[config.mk]
export PLATFORM = sky130hd
export DESIGN_NAME = inst_buffer
export DESIGN_NICKNAME = d
export VERILOG_FILES = /design/src/rtl/inst_buffer.sv
export SDC_FILE = /design/constraint.sdc
export NUM_CORES = 2
export LEC_CHECK = 0
export BUFFER_PORTS_ARGS = -buffer_cell sky130_fd_sc_hd__buf_2
export CORE_AREA = 2 2 252 254
export CTS_CLUSTER_SIZE = 16
export DETAILED_ROUTE_END_ITERATION = 16
export DIE_AREA = 0 0 254 256
export GPL_TIMING_DRIVEN = 0
export MAX_ROUTING_LAYER = met4
export PLACE_DENSITY = 0.87
export SYNTH_ARGS = -nofsm -noshare
export SYNTH_HDL_FRONTEND = slang
export SYNTH_SLANG_ARGS = --single-unit
[constraint.sdc]
create_clock -name clock -period 16.7 [get_ports clock]
set_input_delay 1.67 -clock clock [delete_from_list [all_inputs] [get_ports clock]]
set_output_delay 1.67 -clock clock [all_outputs]
set_load 0.1 [all_outputs]
[src/rtl/inst_buffer.sv]
// N-wide circular instruction buffer between Fetch and Dispatch.
// Occupancy, free space and head entries are driven from registered state only.
module inst_buffer #(
    parameter int N     = 3,
    parameter int DEPTH = 8,
    parameter int PKT_W = 64,
    parameter int CNT_W = $clog2(N + 1),
    parameter int OCC_W = $clog2(DEPTH + 1)
) (
    input  logic               clock,
    input  logic               reset,
    input  logic [N*PKT_W-1:0] inst_buffer_inputs,
    input  logic [CNT_W-1:0]   instructions_valid,
    output logic [CNT_W-1:0]   inst_buffer_spots,
    input  logic               flush,
    input  logic [CNT_W-1:0]   dispatch_spots,
    output logic [N*PKT_W-1:0] inst_buffer_outputs,
    output logic [CNT_W-1:0]   outputs_valid
);

    localparam int PTR_W = (DEPTH > 1) ? $clog2(DEPTH) : 1;
    localparam logic [OCC_W-1:0] DEPTH_O = OCC_W'(DEPTH);
    localparam logic [OCC_W-1:0] N_O     = OCC_W'(N);
    localparam logic [CNT_W-1:0] N_C     = CNT_W'(N);

    logic [PKT_W-1:0] mem [DEPTH];
    logic [PTR_W-1:0] head;
    logic [PTR_W-1:0] tail;
    logic [OCC_W-1:0] count;
    logic [OCC_W-1:0] free;
    logic [CNT_W-1:0] enq;
    logic [CNT_W-1:0] deq;

    // Handshake: Fetch may offer at most inst_buffer_spots packets (lanes 0..k-1);
    // Dispatch takes min(dispatch_spots, outputs_valid) from lane 0 upward.
    // Free space is taken before the same-cycle dequeue, so a full buffer
    // advertises zero even while it drains.
    always_comb begin
        free              = DEPTH_O - count;
        inst_buffer_spots = (free >= N_O) ? N_C : free[CNT_W-1:0];
        outputs_valid     = (count >= N_O) ? N_C : count[CNT_W-1:0];
        enq = (instructions_valid < inst_buffer_spots) ? instructions_valid : inst_buffer_spots;
        deq = (dispatch_spots < outputs_valid) ? dispatch_spots : outputs_valid;
    end

    always_comb begin
        inst_buffer_outputs = '0;
        for (int i = 0; i < N; i++) begin
            if (CNT_W'(i) < outputs_valid)
                inst_buffer_outputs[i*PKT_W +: PKT_W] = mem[head + PTR_W'(i)];
        end
    end

    // Entry storage carries no reset; only pointers and count define contents.
    always_ff @(posedge clock) begin
        if (!reset && !flush) begin
            for (int j = 0; j < N; j++) begin
                if (CNT_W'(j) < enq)
                    mem[tail + PTR_W'(j)] <= inst_buffer_inputs[j*PKT_W +: PKT_W];
            end
        end
    end

    always_ff @(posedge clock) begin
        if (reset || flush) begin
            head  <= '0;
            tail  <= '0;
            count <= '0;
        end else begin
            head  <= head + PTR_W'(deq);
            tail  <= tail + PTR_W'(enq);
            count <= count + OCC_W'(enq) - OCC_W'(deq);
        end
    end

`ifndef SYNTHESIS
    a_fetch_overrun: assert property (@(posedge clock) disable iff (reset || flush)
        instructions_valid <= inst_buffer_spots)
        else $error("inst_buffer: Fetch sent more packets than advertised spots");
    a_count_max: assert property (@(posedge clock) disable iff (reset)
        count <= DEPTH_O)
        else $error("inst_buffer: occupancy above DEPTH");
    a_count_min: assert property (@(posedge clock) disable iff (reset)
        OCC_W'(deq) <= count)
        else $error("inst_buffer: dequeue larger than occupancy");
`endif

endmodule

* After elaboration in Yosys (flattened, before gate mapping)
Memory sizes are Yosys's and may differ from the RTL's. A register that Yosys moved wholly into a read port is not among the register bits. Cells that the tools add are included.
Storage, ports and cells: bits in registers 10, memory bits (writable) 512, input bits 199, memories 1
Cells by class: add/sub/neg operators 9, $lt $le $gt $ge 10, multiplexer cells 17, reduce and logical (&&, ||, !) cells 4
Memory list:
- mem | words 8, bits a word 64, read ports 3, clocked after Yosys merged registers in 1, wr ports 3, line 26 | logic [PKT_W-1:0] mem [DEPTH];
Operators with widths (count):
- $mux W64 | 3
- $mux W1 | 9
- $ge A4 B2 Y1 const B | 2
- $lt A1 B2 Y1 const A | 4
- $mux W2 | 4
- $add A3 B1 Y3 const B | 2
- $add A3 B2 Y3 | 2
- $add A3 B2 Y3 const B | 2
- $add A4 B2 Y4 | 1
- $lt A2 B2 Y1 | 2
- $lt A2 B2 Y1 const A | 2
- $sub A4 B2 Y4 | 1
- $sub A4 B4 Y4 const A | 1
- $mux W3 | 1
- $logic_not A1 Y1 | 2
- $logic_and A1 B1 Y1 | 1
- $logic_or A1 B1 Y1 | 1

* Logic depth before layout (Yosys ltp)
depth in word-level cells 9, gate-level depth with buffers 17, gate-level depth less buffers 16

* Worst setup path after synthesis
No wires, ideal clock.
path type input port to flip-flop, start in instructions_valid[1], end mem mem[0][0], enable pin, data arrival time 9941 ps, data required time 15994 ps, slack 6053 ps, stages 5, cell sequence nor4b_1 -> nand4_1 -> a21oi_4 -> nor3_1 -> o311ai_0
RTL lines:
- start: declaration | line 13 | input logic [CNT_W-1:0] instructions_valid,
- end: declaration | line 26

* Worst setup path in the final report
start reg head[0], end out inst_buffer_outputs[111]
On the way: longest elaborated chain between the ends 3
Ends and longest elaborated chain:
- start: declaration | line 27 | logic [PTR_W-1:0] head;
- start signal: assignment | line 70 | head <= head + PTR_W'(deq);
- $add A3 B1 Y3 | line 50 | inst_buffer_outputs[i*PKT_W +: PKT_W] = mem[head + PTR_W'(i)];
- $mem_v2 Z8 W64
- $mux W64 | line 49 | if (CNT_W'(i) < outputs_valid)
- end: declaration | line 17 | output logic [N*PKT_W-1:0] inst_buffer_outputs,
Every way passes these cells.

==> impl_metrics.yaml <==
run_status:
  status: "complete, but fails checks"
  violations: "capacitance limit, slew limit"
timing:
  grt_setup_unrepaired: "no"
  fin_skew_ps: 21.9
  max_freq_mhz: 149
  tightest_slew_ps: 1580
  hold_viol_final: 0
  worst_slack_ps: 10000
  setup_violations: 0
  layout_min_cycle_time_ps: 6700
  period_share: 0.401
  report.final.slew_viol_count: 34
  max_slew_margin: -0.0545
clock_tree:
  postCtsSetupRepairBufs: 0
  ctsResizeCount: 0
  clockRootBuffer: "clkbuf_16"
  holdBufCountCts: 0
  clock_latency_ps: 650
  path_clk_slew_ps: 60
  cts.path.max_buffers: 3
  cts_made_buffers: 56
  clock_sinks: 522
  htreeDepth: 2
  cts_tree: "yes"
detailed_routing:
  vias: 32800
  drt_first_pass_iters: 9
  drt_iter0_markers: 6048
  ant_nets: 0
  drc: 0
  drt_wl_total_um: 156000
  route.detailed.wl_per_inst_um: 36.9
  routed_via_density: 7.76
critical_path:
  cpMostUsedCell: "clkbuf_1"
  critPathSlowestCell: "buf_1"
  worstPathArrival_ps: 5030
  start_kind: "flop"
  timing.critical_path.fanout_max: 10
  required_ps: 15030
  crit_type: "flop to output port"
  crit_chain: "clkbuf_1 -> clkbuf_1 -> buf_1 -> mux4_2 -> nand2_1 -> a21oi_1 -> buf_2"
  max_stage_delay_ps: 870
  cp-end-kind: "output port"
grt:
  met3_usage: 0.204
  grt_pass1_wl_um: 221000
  grt_max_degree: 14
  grt_use_met2: 0.682
  grtUsageMet1: 0.573
  grt_pass1_vias: 32700
  grt_overflow_total: 0
  gr-max-usage-layer: "met2"
  antenna_found_initial: 55
  track_usage: 0.488
logic_synthesis:
  netlist_area_um2: 40600
  ys_warn_count: 0
  avgSynthCellArea_um2: 14.9
  ys_types: 44
  ys.flop_type: "edfxtp_1"
  synthTopCellsByArea: "edfxtp_1, mux2_2, mux4_2"
  ys_ff_latch: 522
  synth_fp_nets: 2946
  yosysTopAreaCellShare: 0.378
  seq_area_frac_synth: 0.383
  synth-edff-count: 512
  synthCells: 2728
  synth_area_leader_cell: "edfxtp_1"
  async_flop_share: 0
floorplan:
  initial_core_util: 0.652
  rows: 92
  fp.dieH_um: 256
  die_x_um: 254
  io-pin-count: 395
  coreArea_um2: 62400
  fp.dieArea_um2: 65000
placement:
  place_congestion: 0.975
  pre_cts_ws_ps: 11150
  dp_hpwl_um: 104000
  port_buffers: 394
power:
  seq_power_share: 0.213
  ir_worst_vdd_v: 0.000180
  p_switching_w: 0.00422
  combPwrFrac: 0.621
  p_int_w: 0.00344
  sw_frac_of_total: 0.551
  p_leak_nw: 16.5
  clkPwrFrac: 0.166
  p_per_area_nw_per_um2: 165
finish:
  final_util: 0.746
  drive_gt1_frac: 0.639
  area_growth_pct: 14.5
  final_common_cell: "mux2_2"
  fin_nets: 3485
  layout_common_cells: "mux2_2, edfxtp_1, buf_2"
flow_run:
  maxCapViolCount: 3
hold_path:
  hp-class: "flop to flop"
[flip-flops by register name, indices dropped and copies added (netlist names)]
name / flops
mem: 512
count: 4
head: 3
tail: 3
[synth_stat cells (all sizes together), types with 5 or more instances]
cell	count
mux2	1024
edfxtp	512
mux4	371
buf	169
nor2	139
nand2	136
mux2i	128
clkbuf	74
a21oi	66
ha	15
inv	15
dfxtp	10
o311ai	8
nand3	7
and2	6
o211ai	6
xnor2	6
nor3	5
[layer usage]
layer / vias up / wire length (um)
li1: 12200 / -
met1: 15700 / 48000
met2: 3781 / 67500
met3: 1081 / 27000
met4: 0 / 13200
met5: - / 0
[worst max-delay path, delay by kind of cell, from the launching register on]
family                 cells  cell delay (ps)
flip-flops                 1              410
multiplexers               1              380
buffers and inverters      4             2960
AND/OR/NAND/NOR            1               50
AO/OA/AOI/OAI              1              560
[power groups by stage]
stage          clock [W]  sequential [W]  combinational (W)
4_1_cts          0.00125         0.00163            0.00464
5_1_grt          0.00130         0.00164            0.00482
2_1_floorplan          0         0.00166            0.00356
6_report         0.00128         0.00163            0.00476
3_3_place_gp           0         0.00173            0.00450
3_5_place_dp           0         0.00165            0.00463
[final cells by class]
class                      count  area (um^2)
timing repair buffer         481         2800
buffer                       243         1300
antenna                       64          160
clock inverter                32          298
fill                        3791        15800
sequential                   522        15600
multi-input combinational   1948        23800
tap                          846         1060
inverter                      15         56.3
clock buffer                  71         1490
[kinds of logic after synthesis]
group / after synthesis / synth area share
compound gates: 89 / 0.0142
fa+ha+maj: 19 / 0.00659
mux: 1523 / 0.530
buf+inv: 258 / 0.0334
xor+xnor: 9 / 0.00194
simple gates: 308 / 0.0309
flops: 522 / 0.383
[final timing paths]
kind / startpoint / end / slack (ps) / cells after the start
min: head[0]$_SDFF_PP0_ / head[0]$_SDFF_PP0_ / 710 / 2
max: head[0]$_SDFF_PP0_ / inst_buffer_outputs[111] / 10000 / 7
max reg2reg: count[0]$_SDFF_PP0_ / mem[0][22]$_DFFE_PP_ / 11750 / 16
min reg2reg: head[0]$_SDFF_PP0_ / head[0]$_SDFF_PP0_ / 710 / 2
[through the flow]
stage          power [W]  cells  hold WS (ps)   TNS, ps  cell area (um^2)
5_1_grt          0.00775   4216           715         0             46500
3_5_place_dp     0.00628   4055           690         0             44600
3_3_place_gp     0.00623   3968           658  -2177620             43700
4_1_cts          0.00752   4158           705         0             46400
2_1_floorplan    0.00522   2728           595         0             40600
6_report         0.00767   4222           709         0             46500
(Power assumes the default switching activity.)
